$ cat config.mk
export PLATFORM = sky130hd
export DESIGN_NAME = des_feistel_round_engine
export DESIGN_NICKNAME = d
export VERILOG_FILES = /design/src/rtl/des_pkg.sv /design/src/rtl/des_pbox.sv /design/src/rtl/des_feistel_round_engine.sv
export SDC_FILE = /design/constraint.sdc
export NUM_CORES = 1
export LEC_CHECK = 0
export ABC_CLOCK_PERIOD_IN_PS = 10100
export CORE_MARGIN = 1
export CORE_UTILIZATION = 51
export CTS_BUF_LIST = sky130_fd_sc_hd__clkbuf_16
export CTS_CLUSTER_DIAMETER = 40
export CTS_CLUSTER_SIZE = 16
export DETAILED_ROUTE_END_ITERATION = 6
export PLACE_DENSITY = 0.92
export SLEW_MARGIN = 20
export SYNTH_ARGS = -nofsm -noshare
export SYNTH_HDL_FRONTEND = slang
export SYNTH_HIERARCHICAL = 1
export SYNTH_SLANG_ARGS = --single-unit
$ cat constraint.sdc
create_clock -name clk -period 10.1 [get_ports clk]
set_clock_uncertainty 0.1 [all_clocks]
set_input_delay 2.02 -clock clk [delete_from_list [all_inputs] [get_ports clk]]
set_output_delay 2.02 -clock clk [all_outputs]
set_load 0.1 [all_outputs]
$ cat src/rtl/des_pkg.sv
// Shared DES definitions: engine state encoding, P/IP/FP index tables and the
// matching permutation functions (DES numbering, bit 1 = MSB).
package des_pkg;

  typedef enum logic [1:0] {
    IDLE  = 2'd0,
    ROUND = 2'd1,
    DONE  = 2'd2
  } state_t;

  localparam int P_TAB [32] = '{
    16,  7, 20, 21, 29, 12, 28, 17,
     1, 15, 23, 26,  5, 18, 31, 10,
     2,  8, 24, 14, 32, 27,  3,  9,
    19, 13, 30,  6, 22, 11,  4, 25
  };

  localparam int IP_TAB [64] = '{
    58, 50, 42, 34, 26, 18, 10, 2,
    60, 52, 44, 36, 28, 20, 12, 4,
    62, 54, 46, 38, 30, 22, 14, 6,
    64, 56, 48, 40, 32, 24, 16, 8,
    57, 49, 41, 33, 25, 17,  9, 1,
    59, 51, 43, 35, 27, 19, 11, 3,
    61, 53, 45, 37, 29, 21, 13, 5,
    63, 55, 47, 39, 31, 23, 15, 7
  };

  localparam int FP_TAB [64] = '{
    40, 8, 48, 16, 56, 24, 64, 32,
    39, 7, 47, 15, 55, 23, 63, 31,
    38, 6, 46, 14, 54, 22, 62, 30,
    37, 5, 45, 13, 53, 21, 61, 29,
    36, 4, 44, 12, 52, 20, 60, 28,
    35, 3, 43, 11, 51, 19, 59, 27,
    34, 2, 42, 10, 50, 18, 58, 26,
    33, 1, 41,  9, 49, 17, 57, 25
  };

  // Output bit i (DES numbering) takes input bit TAB[i]; vector index = width - DES bit.
  function automatic logic [31:0] des_p(input logic [31:0] x);
    logic [31:0] y;
    y = '0;
    for (int i = 0; i < 32; i++) y[5'(31 - i)] = x[5'(32 - P_TAB[i])];
    return y;
  endfunction

  function automatic logic [63:0] des_ip(input logic [63:0] x);
    logic [63:0] y;
    y = '0;
    for (int i = 0; i < 64; i++) y[6'(63 - i)] = x[6'(64 - IP_TAB[i])];
    return y;
  endfunction

  function automatic logic [63:0] des_fp(input logic [63:0] x);
    logic [63:0] y;
    y = '0;
    for (int i = 0; i < 64; i++) y[6'(63 - i)] = x[6'(64 - FP_TAB[i])];
    return y;
  endfunction

endpackage

$ cat src/rtl/des_pbox.sv
// Pure combinational DES P permutation of the packed {S1..S8} S-box word.
module des_pbox
  import des_pkg::*;
(
  input  logic [31:0] din,
  output logic [31:0] dout
);

  assign dout = des_p(din);

endmodule

$ cat src/rtl/des_feistel_round_engine.sv
// Iterative DES Feistel round engine fed by an external E/key/S-box path.
// Define DES_IP_FP_EN to apply IP at load and FP on the result block.
module des_feistel_round_engine
  import des_pkg::*;
#(
  parameter int NROUNDS = 16
) (
  input  logic        clk,
  input  logic        rst,
  input  logic        in_valid,
  output logic        in_ready,
  input  logic [63:0] in_block,
  output logic [31:0] r_half,
  output logic [3:0]  round_idx,
  output logic        f_req,
  input  logic        f_valid,
  input  logic [31:0] sbox_out,
  output logic        out_valid,
  input  logic        out_ready,
  output logic [63:0] out_block
);

  state_t      state_q, state_d;
  logic [31:0] l_q, r_q;
  logic [3:0]  round_q;
  logic [63:0] out_q;
  logic [31:0] p_out;
  logic [63:0] load_blk;
  logic [63:0] fin_blk;
  logic        last_round;

  des_pbox u_pbox (
    .din  (sbox_out),
    .dout (p_out)
  );

  assign last_round = (round_q == 4'(NROUNDS - 1));

  // Final round result is {R16,L16}: R16 = L15 ^ P(S), L16 = R15.
`ifdef DES_IP_FP_EN
  assign load_blk = des_ip(in_block);
  assign fin_blk  = des_fp({l_q ^ p_out, r_q});
`else
  assign load_blk = in_block;
  assign fin_blk  = {l_q ^ p_out, r_q};
`endif

  always_ff @(posedge clk or posedge rst) begin
    if (rst) state_q <= IDLE;
    else     state_q <= state_d;
  end

  always_comb begin
    state_d = state_q;
    case (state_q)
      IDLE:    if (in_valid) state_d = ROUND;
      ROUND:   if (f_valid && last_round) state_d = DONE;
      DONE:    if (out_ready) state_d = IDLE;
      default: state_d = IDLE;
    endcase
  end

  always_comb begin
    in_ready  = (state_q == IDLE);
    f_req     = (state_q == ROUND);
    out_valid = (state_q == DONE);
  end

  // Halves and round index only move on a load or an accepted f_valid.
  always_ff @(posedge clk or posedge rst) begin
    if (rst) begin
      l_q     <= '0;
      r_q     <= '0;
      round_q <= '0;
      out_q   <= '0;
    end else begin
      case (state_q)
        IDLE: begin
          if (in_valid) begin
            l_q     <= load_blk[63:32];
            r_q     <= load_blk[31:0];
            round_q <= '0;
          end
        end
        ROUND: begin
          if (f_valid) begin
            l_q <= r_q;
            r_q <= l_q ^ p_out;
            if (last_round) out_q   <= fin_blk;
            else            round_q <= round_q + 4'd1;
          end
        end
        default: ;
      endcase
    end
  end

  assign r_half    = r_q;
  assign round_idx = round_q;
  assign out_block = out_q;

endmodule

======== After elaboration in Yosys (flattened, before gate mapping) ========
Cells that the tools add are included.
Widths: inputs -> output; s select.
word-level totals
  register bits ........................... 134
  bits of input ports ..................... 101
  logic and storage cells ................. 36
  output and inout port bits .............. 103
cells by class
  mux-type cells .......................... 14
  equal/unequal tests ..................... 8
  reduce and logical (&&, ||, !) cells .... 7
  bitwise logic cells ..................... 1
  add/sub/neg operators ................... 1
operator list
  cell                 count
  $mux 32              4
  $pmux 32 s2          2
  $xor 32x16->32       1
  $mux 4               3
  $reduce_and 3->1     3
  $pmux 4 s2           1
  $mux 2               3
  $ne 2x1->1 const B   3
  $pmux 2 s3           1
  $add 4x1->4 const B  1
  $eq 4x4->1 const B   1
  $ne 2x2->1 const B   2
  $reduce_and 4->1     1
  $eq 2x1->1 const B   1
  $eq 2x2->1 const B   1
  $logic_not 2->1      1
  $reduce_bool 2->1    1
  $logic_and 1x1->1    1

======== Longest topological paths before layout ========
Gate-level depths: netlist of run 1.
  depth after elaboration ................. 4
  mapped depth ............................ 6
  mapped depth without buffers ............ 4

======== By module ========
Netlist of run 1, hierarchy kept.
modules (own cells, without submodules)
  module                    instances  area each (µm²)  cells an instance  sequential area each (µm²)
  des_feistel_round_engine  1          6,453.7          443                3,353.2
  des_pbox                  1          244.0            33                 0.0

======== Least setup slack after synthesis of run 1 ========
OpenSTA, ideal clock, no wires.
  path type ............................... register to output
  start point ............................. register state_q[1]
  end point ............................... output out_valid
  buffers on the path ..................... 0
  setup slack ............................. 6,159 ps
  arrival ................................. 1,821 ps
  stages on the path, launching flop included .. 3
  data required time ...................... 7,980 ps
  cell sequence ........................... dfrtp_1 -> inv_1 -> nor2_1
on the way
  longest elaborated chain between the ends .. 1
RTL lines
  item                    line                            RTL
  from (decl)             des_feistel_round_engine.sv:23  state_t state_q, state_d;
  from (signal assigned)  des_feistel_round_engine.sv:50  else state_q <= state_d;
  $eq 2x2->1              des_feistel_round_engine.sv:66  out_valid = (state_q == DONE);
  to (decl)               des_feistel_round_engine.sv:18  output logic out_valid,
No other way between the ends.

======== Worst setup path after layout of run 1 ========
Same ends and word-level chain as after synthesis.

==> results of run 1 <==
-- kinds of logic after synthesis --
family / count (synthesis) / share of synthesized area (%)
multiplexers: 195 / 32.73
other: 1 / 0.05599
XOR/XNOR: 33 / 4.315
buffers and inverters: 89 / 10.48
AO/OA/AOI/OAI: 5 / 0.5792
adder cells (fa/ha/maj): 1 / 0.1868
flip-flops: 134 / 50.07
AND/OR/NAND/NOR: 18 / 1.588
-- registers in the layout, indices dropped and copies added, names as in the netlist --
register   flops
r_half        32
l_q           32
round_idx      4
out_block     64
state_q        2
-- synthesized netlist by cell type (2+ instances only) --
cell	number
sky130_fd_sc_hd__mux2_2	192
sky130_fd_sc_hd__dfrtp_1	134
sky130_fd_sc_hd__buf_4	67
sky130_fd_sc_hd__xor2_1	33
sky130_fd_sc_hd__buf_6	15
sky130_fd_sc_hd__nand2_1	5
sky130_fd_sc_hd__inv_1	4
sky130_fd_sc_hd__buf_2	3
sky130_fd_sc_hd__mux2i_1	3
sky130_fd_sc_hd__nor2_1	3
sky130_fd_sc_hd__and3_1	2
sky130_fd_sc_hd__o211ai_1	2
-- cell type report --
type / count / area, um2
Clock buffer: 17 / 425.4
Clock inverter: 15 / 98.84
Fill cell: 919 / 4061
Inverter: 4 / 17.52
Multi-Input combinational cell: 277 / 2739
Sequential cell: 134 / 3353
Tap cell: 172 / 215.2
Timing Repair Buffer: 182 / 1812
-- how the worst max path moves through the flow --
| stage | slack [ns] | end | cells after the start |
|---|---|---|---|
| 5_1_grt | 5.41 | out_valid | 3 |
| 3_3_place_gp | 5.65 | out_block[37] | 4 |
| 6_report | 5.53 | out_valid | 3 |
| 2_1_floorplan | 4.40 | l_q[0] | 1 |
| 3_5_place_dp | 5.63 | out_block[4] | 4 |
| 4_1_cts | 5.51 | out_valid | 3 |
-- per-layer routing --
| layer | global-route usage, % | part of all wire (%) |
|---|---|---|
| met1 | 23.61 | 40 |
| met2 | 35.98 | 52 |
| met4 | 9.536 | 2.2 |
| met3 | 6.383 | 5.8 |
| met5 | 0 | 0 |
-- layout by cell type (no fill, tap or decap), types with 2 or more instances in the layout --
cell type,instances
sky130_fd_sc_hd__mux2_2,192
sky130_fd_sc_hd__clkdlybuf4s50_1,178
sky130_fd_sc_hd__dfrtp_1,134
sky130_fd_sc_hd__xor2_1,33
sky130_fd_sc_hd__conb_1,25
sky130_fd_sc_hd__clkbuf_16,17
sky130_fd_sc_hd__inv_1,6
sky130_fd_sc_hd__clkinv_2,6
sky130_fd_sc_hd__nand2_1,5
sky130_fd_sc_hd__buf_4,4
sky130_fd_sc_hd__mux2i_1,3
sky130_fd_sc_hd__nor2_1,3
sky130_fd_sc_hd__clkinv_1,3
sky130_fd_sc_hd__o211ai_1,2
-- stage by stage --
| step | setup slack, ns | hold WS, ns | util (%) | area (um2) | std cells |
|---|---|---|---|---|---|
| after global placement | 5.648 | 0.3902 | 63.96 | 8137 | 769 |
| final | 5.528 | 0.4039 | 68.08 | 8661 | 801 |
| after detailed placement | 5.631 | 0.3944 | 63.96 | 8137 | 769 |
| after global routing | 5.408 | 0.4195 | 68.08 | 8661 | 801 |
| after CTS | 5.513 | 0.4071 | 68.08 | 8661 | 801 |
| after floorplan | 4.397 | 0.4007 | - | 6788 | 500 |
==> key figures, run 1 <==
Floorplanning
  – Rows: 41
  – Horizontal die dimension: 116.6 um
  – Die Area: 13,590 um2
  – Die Height: 116.6 um
  – Initial cell density of the core: 52.65%
  – Area of the core: 12,720 um2
  – Count of boundary I/O pins: 204

Logic synthesis
  – Count of cell types in the netlist: 25
  – Leading cell types by total area after synthesis: sky130_fd_sc_hd__dfrtp_1 (50%), sky130_fd_sc_hd__mux2_2 (32%), sky130_fd_sc_hd__buf_4 (7.5%)
  – Cell type with the highest aggregate area in the netlist: sky130_fd_sc_hd__dfrtp_1
  – Cell area after technology mapping: 6698 um2
  – Synth Instances: 476
  – Share of synthesized registers carrying an async set or reset: 100.0%
  – Dominant register cell in the synthesized netlist: sky130_fd_sc_hd__dfrtp_1
  – Share of the synthesized area in the top cell type: 50.07%
  – Sequential-to-total area share from yosys stat: 50.07%
  – Post-Synthesis Mean Instance Area: 14.07 um2
  – Warnings, synthesis: 6
  – Count of flip-flops with a built-in enable after synthesis: 0
  – Count of state elements after synthesis: 134

Timing
  – Tightest slew margin relative to the limit: 31.64%
  – Final worst-path cycle share: 45.27%
  – Hold violation total from the final report: 0
  – Final setup fails: 0
  – Setup TNS: 0 ns
  – Setup repair after global routing missed its margin: false
  – Tightest Pin Transition: 1.022 ns
  – Final critical delay including setup and external delays: 4.572 ns
  – Max-slew violations: 0
  – Maximum operating frequency: 0.2187 GHz

Placement
  – Number of port buffers: 178
  – Final estimated routing congestion in global placement: 0.7298
  – Half-perimeter wire length of the detailed placement result: 9335 um

Setup path
  – Critical path buffer and inverter count: 2
  – Worst endpoint data arrival time: 2.45 ns
  – Nature of the critical path startpoint: flop
  – Category of the critical setup timing path: reg -> out
  – Critical Path, Cell by Cell: inv_1 > nor2_1 > clkdlybuf4s50_1
  – Critical path fanouts, max: 7
  – Setup slack, reg-to-reg: 6.73 ns
  – Beginning of the worst register-to-register path: state_q[0]
  – Max stage delay on crit path: 1.20 ns
  – Slowest stage cell, crit path: sky130_fd_sc_hd__clkdlybuf4s50_1
  – Required time of the critical path: 7.98 ns
  – Endpoint class of the critical path: primary output
  – Worst R2R End: out_block[4]
  – Crit path launch: state_q[1]
  – Worst path top cell family by delay: buffers and inverters
  – Cells on worst reg2reg path: 5

Clock network
  – Cell at the root of the clock tree: sky130_fd_sc_hd__clkbuf_16
  – Clk Latency, worst-skew pair: 0.41 ns
  – Number of clock sinks seen by CTS: 134
  – Register clock-pin slew on the reported worst setup and hold paths: 0.06 ns
  – Inserted Clock Buffers: 17
  – Number of H-tree branching levels: 4
  – Worst-case clock buffer depth: 2
  – Count of hold-fix buffers inserted at cts: 0
  – CTS tree: built
  – Setup repair bufs after CTS: 0
  – Quantity of gates resized following cts: 0

Finish
  – Layout overhead on the synthesized area: 29.31%
  – Number of nets in the layout: 718
  – Share of cells above drive strength 1: 36.09%
  – Total inserted antenna cells: 0

Worst hold path
  – Worst Hold Depth: 1
  – Worst Hold Endpoint: out_block[53]
  – Start point of the worst hold path: out_block[53]
  – Min-Delay Path Class: reg -> reg

Route
  – Number of routed nets with antenna violations: 0
  – DR pass1 iterations: 4
  – Post-detailed-routing wire length: 13,670 um
  – Via count of the routed design: 3,990
  – Post-detailed-route wirelength per cell: 17.07 um
  – Drc violations: 0
  – Drt via density: 4.981
  – Drt initial violations: 115

GRT
  – First-pass GRT wire length: 21,090 um
  – Maximum number of pins on one net before global-route repair: 72
  – Number of global-route vias before repair: 4,285
  – Global-route usage over all layers: 20.80%
  – Initial antenna violation count: 0
  – GRT Residual Overflow: 0

Outcome
  – Result of the run: completed

Run
  – Number of maximum-capacitance constraint violations: 0
Power of run 1 is left out: the tool's default activity adds up to more than one toggle a clock period on the data nets, which glitch-free logic cannot reach.
==> inputs of run 2 (changes only) <==
--- a/config.mk
+++ b/config.mk
@@ -5,14 +5,14 @@
 export SDC_FILE = /design/constraint.sdc
 export NUM_CORES = 1
 export LEC_CHECK = 0
-export ABC_CLOCK_PERIOD_IN_PS = 10100
+export ABC_CLOCK_PERIOD_IN_PS = 4550
 export CORE_MARGIN = 1
-export CORE_UTILIZATION = 51
+export CORE_UTILIZATION = 48
 export CTS_BUF_LIST = sky130_fd_sc_hd__clkbuf_16
 export CTS_CLUSTER_DIAMETER = 40
 export CTS_CLUSTER_SIZE = 16
 export DETAILED_ROUTE_END_ITERATION = 6
-export PLACE_DENSITY = 0.92
+export PLACE_DENSITY = 0.88
 export SLEW_MARGIN = 20
 export SYNTH_ARGS = -nofsm -noshare
 export SYNTH_HDL_FRONTEND = slang
==> constraint.sdc (replaced) <==
create_clock -name clk -period 4.55 [get_ports clk]
set_clock_uncertainty 0.1 [all_clocks]
set_input_delay 0.91 -clock clk [delete_from_list [all_inputs] [get_ports clk]]
set_output_delay 0.91 -clock clk [all_outputs]
set_load 0.1 [all_outputs]
==> key figures, run 2 (synthesis results as in run 1) <==
Clock network
  – Number of H-tree branching levels: 4
  – Count of hold-fix buffers inserted at cts: 0
  – Register clock-pin slew on the reported worst setup and hold paths: 0.06 ns
  – Quantity of gates resized following cts: 0
  – Worst-case clock buffer depth: 2
  – Inserted Clock Buffers: 17
  – CTS tree: built
  – Setup repair bufs after CTS: 0
  – Cell at the root of the clock tree: sky130_fd_sc_hd__clkbuf_16
  – Clk Latency, worst-skew pair: 0.41 ns
  – Number of clock sinks seen by CTS: 134

Placement
  – Post-detailed-placement cell area: 8188 um2
  – Half-perimeter wire length of the detailed placement result: 9293 um
  – Number of port buffers: 178
  – Final estimated routing congestion in global placement: 0.7668

Timing
  – Tightest slew margin relative to the limit: 31.52%
  – Tightest Pin Transition: 1.024 ns
  – Maximum operating frequency: 0.2917 GHz
  – Max-slew violations: 0
  – Final setup fails: 0
  – Setup TNS: 0 ns
  – Final critical delay including setup and external delays: 3.428 ns
  – Final worst-path cycle share: 75.35%
  – Hold violation total from the final report: 0
  – Hold slack final: 0.4030 ns
  – Setup repair after global routing missed its margin: false

Floorplanning
  – Rows: 42
  – Count of boundary I/O pins: 204
  – Die Area: 14,430 um2
  – Initial cell density of the core: 49.98%
  – Area of the core: 13,400 um2
  – Horizontal die dimension: 120.1 um
  – Die Height: 120.1 um

Run
  – Number of maximum-capacitance constraint violations: 0

Finish
  – Reg area: 3353 um2
  – Final instance area: 8818 um2
  – Share of cells above drive strength 1: 37.44%
  – Fillers: 941
  – Most common cell after layout, fill and taps aside: sky130_fd_sc_hd__mux2_2
  – Core utilization of the finished layout: 65.81%
  – Max reg flops: 64
  – Number of nets in the layout: 722
  – Commonest cells after routing, fill and taps aside: sky130_fd_sc_hd__mux2_2 (192), sky130_fd_sc_hd__clkdlybuf4s50_1 (177), sky130_fd_sc_hd__dfrtp_1 (134)
  – Total inserted antenna cells: 0
  – Multi-input gate area in the final layout: 2739 um2
  – Layout overhead on the synthesized area: 31.66%

GRT
  – Initial antenna violation count: 1
  – First-pass GRT wire length: 22,420 um
  – Maximum number of pins on one net before global-route repair: 54
  – Global-route usage over all layers: 20.19%
  – Number of global-route vias before repair: 4,402
  – GRT Residual Overflow: 0

Route
  – Drt initial violations: 161
  – Drc violations: 0
  – Post-detailed-route wirelength per cell: 16.59 um
  – Via count of the routed design: 4,052
  – Drt via density: 5.009
  – Number of routed nets with antenna violations: 0
  – DR pass1 iterations: 4
  – Post-detailed-routing wire length: 13,420 um

Setup path
  – Required time of the critical path: 3.54 ns
  – Category of the critical setup timing path: reg -> out
  – Worst endpoint data arrival time: 2.42 ns
  – Critical path fanouts, max: 7
  – Endpoint class of the critical path: primary output
  – Nature of the critical path startpoint: flop

Outcome
  – Result of the run: completed

Worst hold path
  – Min-Delay Path Class: reg -> reg
==> run 2: cell types whose count changed in the layout (fill, tap and decap cells not counted) <==
cell	previous run	this run
sky130_fd_sc_hd__buf_12	0	3
sky130_fd_sc_hd__bufinv_16	1	4
sky130_fd_sc_hd__clkinvlp_4	1	4
sky130_fd_sc_hd__inv_1	6	3
sky130_fd_sc_hd__buf_4	4	6
sky130_fd_sc_hd__clkinv_1	3	1
sky130_fd_sc_hd__clkdlybuf4s50_1	178	177
sky130_fd_sc_hd__clkinv_4	1	0
sky130_fd_sc_hd__inv_4	1	0
sky130_fd_sc_hd__inv_6	0	1
==> run 2: final timing paths <==
path / from / endpoint / slack, ns / depth (start not counted)
setup / recovery: state_q[1] / out_valid / 1.12 / 3
hold / removal: out_block[3] / out_block[3] / 0.40 / 1
setup reg to reg: state_q[0] / out_block[48] / 1.76 / 5
hold reg to reg: out_block[3] / out_block[3] / 0.40 / 1
max in group asynchronous: rst / l_q[20] / 2.64 / 4
min in group asynchronous: rst / out_block[10] / 0.73 / 2
==> run 2: layer usage <==
layer  vias up  GRT usage [%]  share of wire [%]
met5         -              0              0.082
met4         2          7.813                1.8
met3        20          5.703                5.8
met2       126          34.09                 51
met1      2044          24.30                 41
li1       1860              -                  -
==> run 2: through the flow <==
step                instances  setup slack, ns
floorplan                 500            1.719
global placement          776            1.483
detailed placement        776            1.425
CTS                       808            1.110
global route              809            1.042
finish                    809            1.122
==> run 2: final cells by class <==
type / instances / share of cell area [%]
Clock buffer: 17 / 4.824
Multi-Input combinational cell: 277 / 31.06
Clock inverter: 15 / 2.100
Tap cell: 176 / 2.497
Timing Repair Buffer: 186 / 21.28
Sequential cell: 134 / 38.03
Inverter: 4 / 0.2128
==> run 2: worst max-delay path, cell delays in order (launching register included) <==
cell                              delay [ns]
sky130_fd_sc_hd__dfrtp_1                0.54
sky130_fd_sc_hd__inv_1                  0.13
sky130_fd_sc_hd__nor2_1                 0.18
sky130_fd_sc_hd__clkdlybuf4s50_1        1.16
Power of run 2 is left out for the same reason.
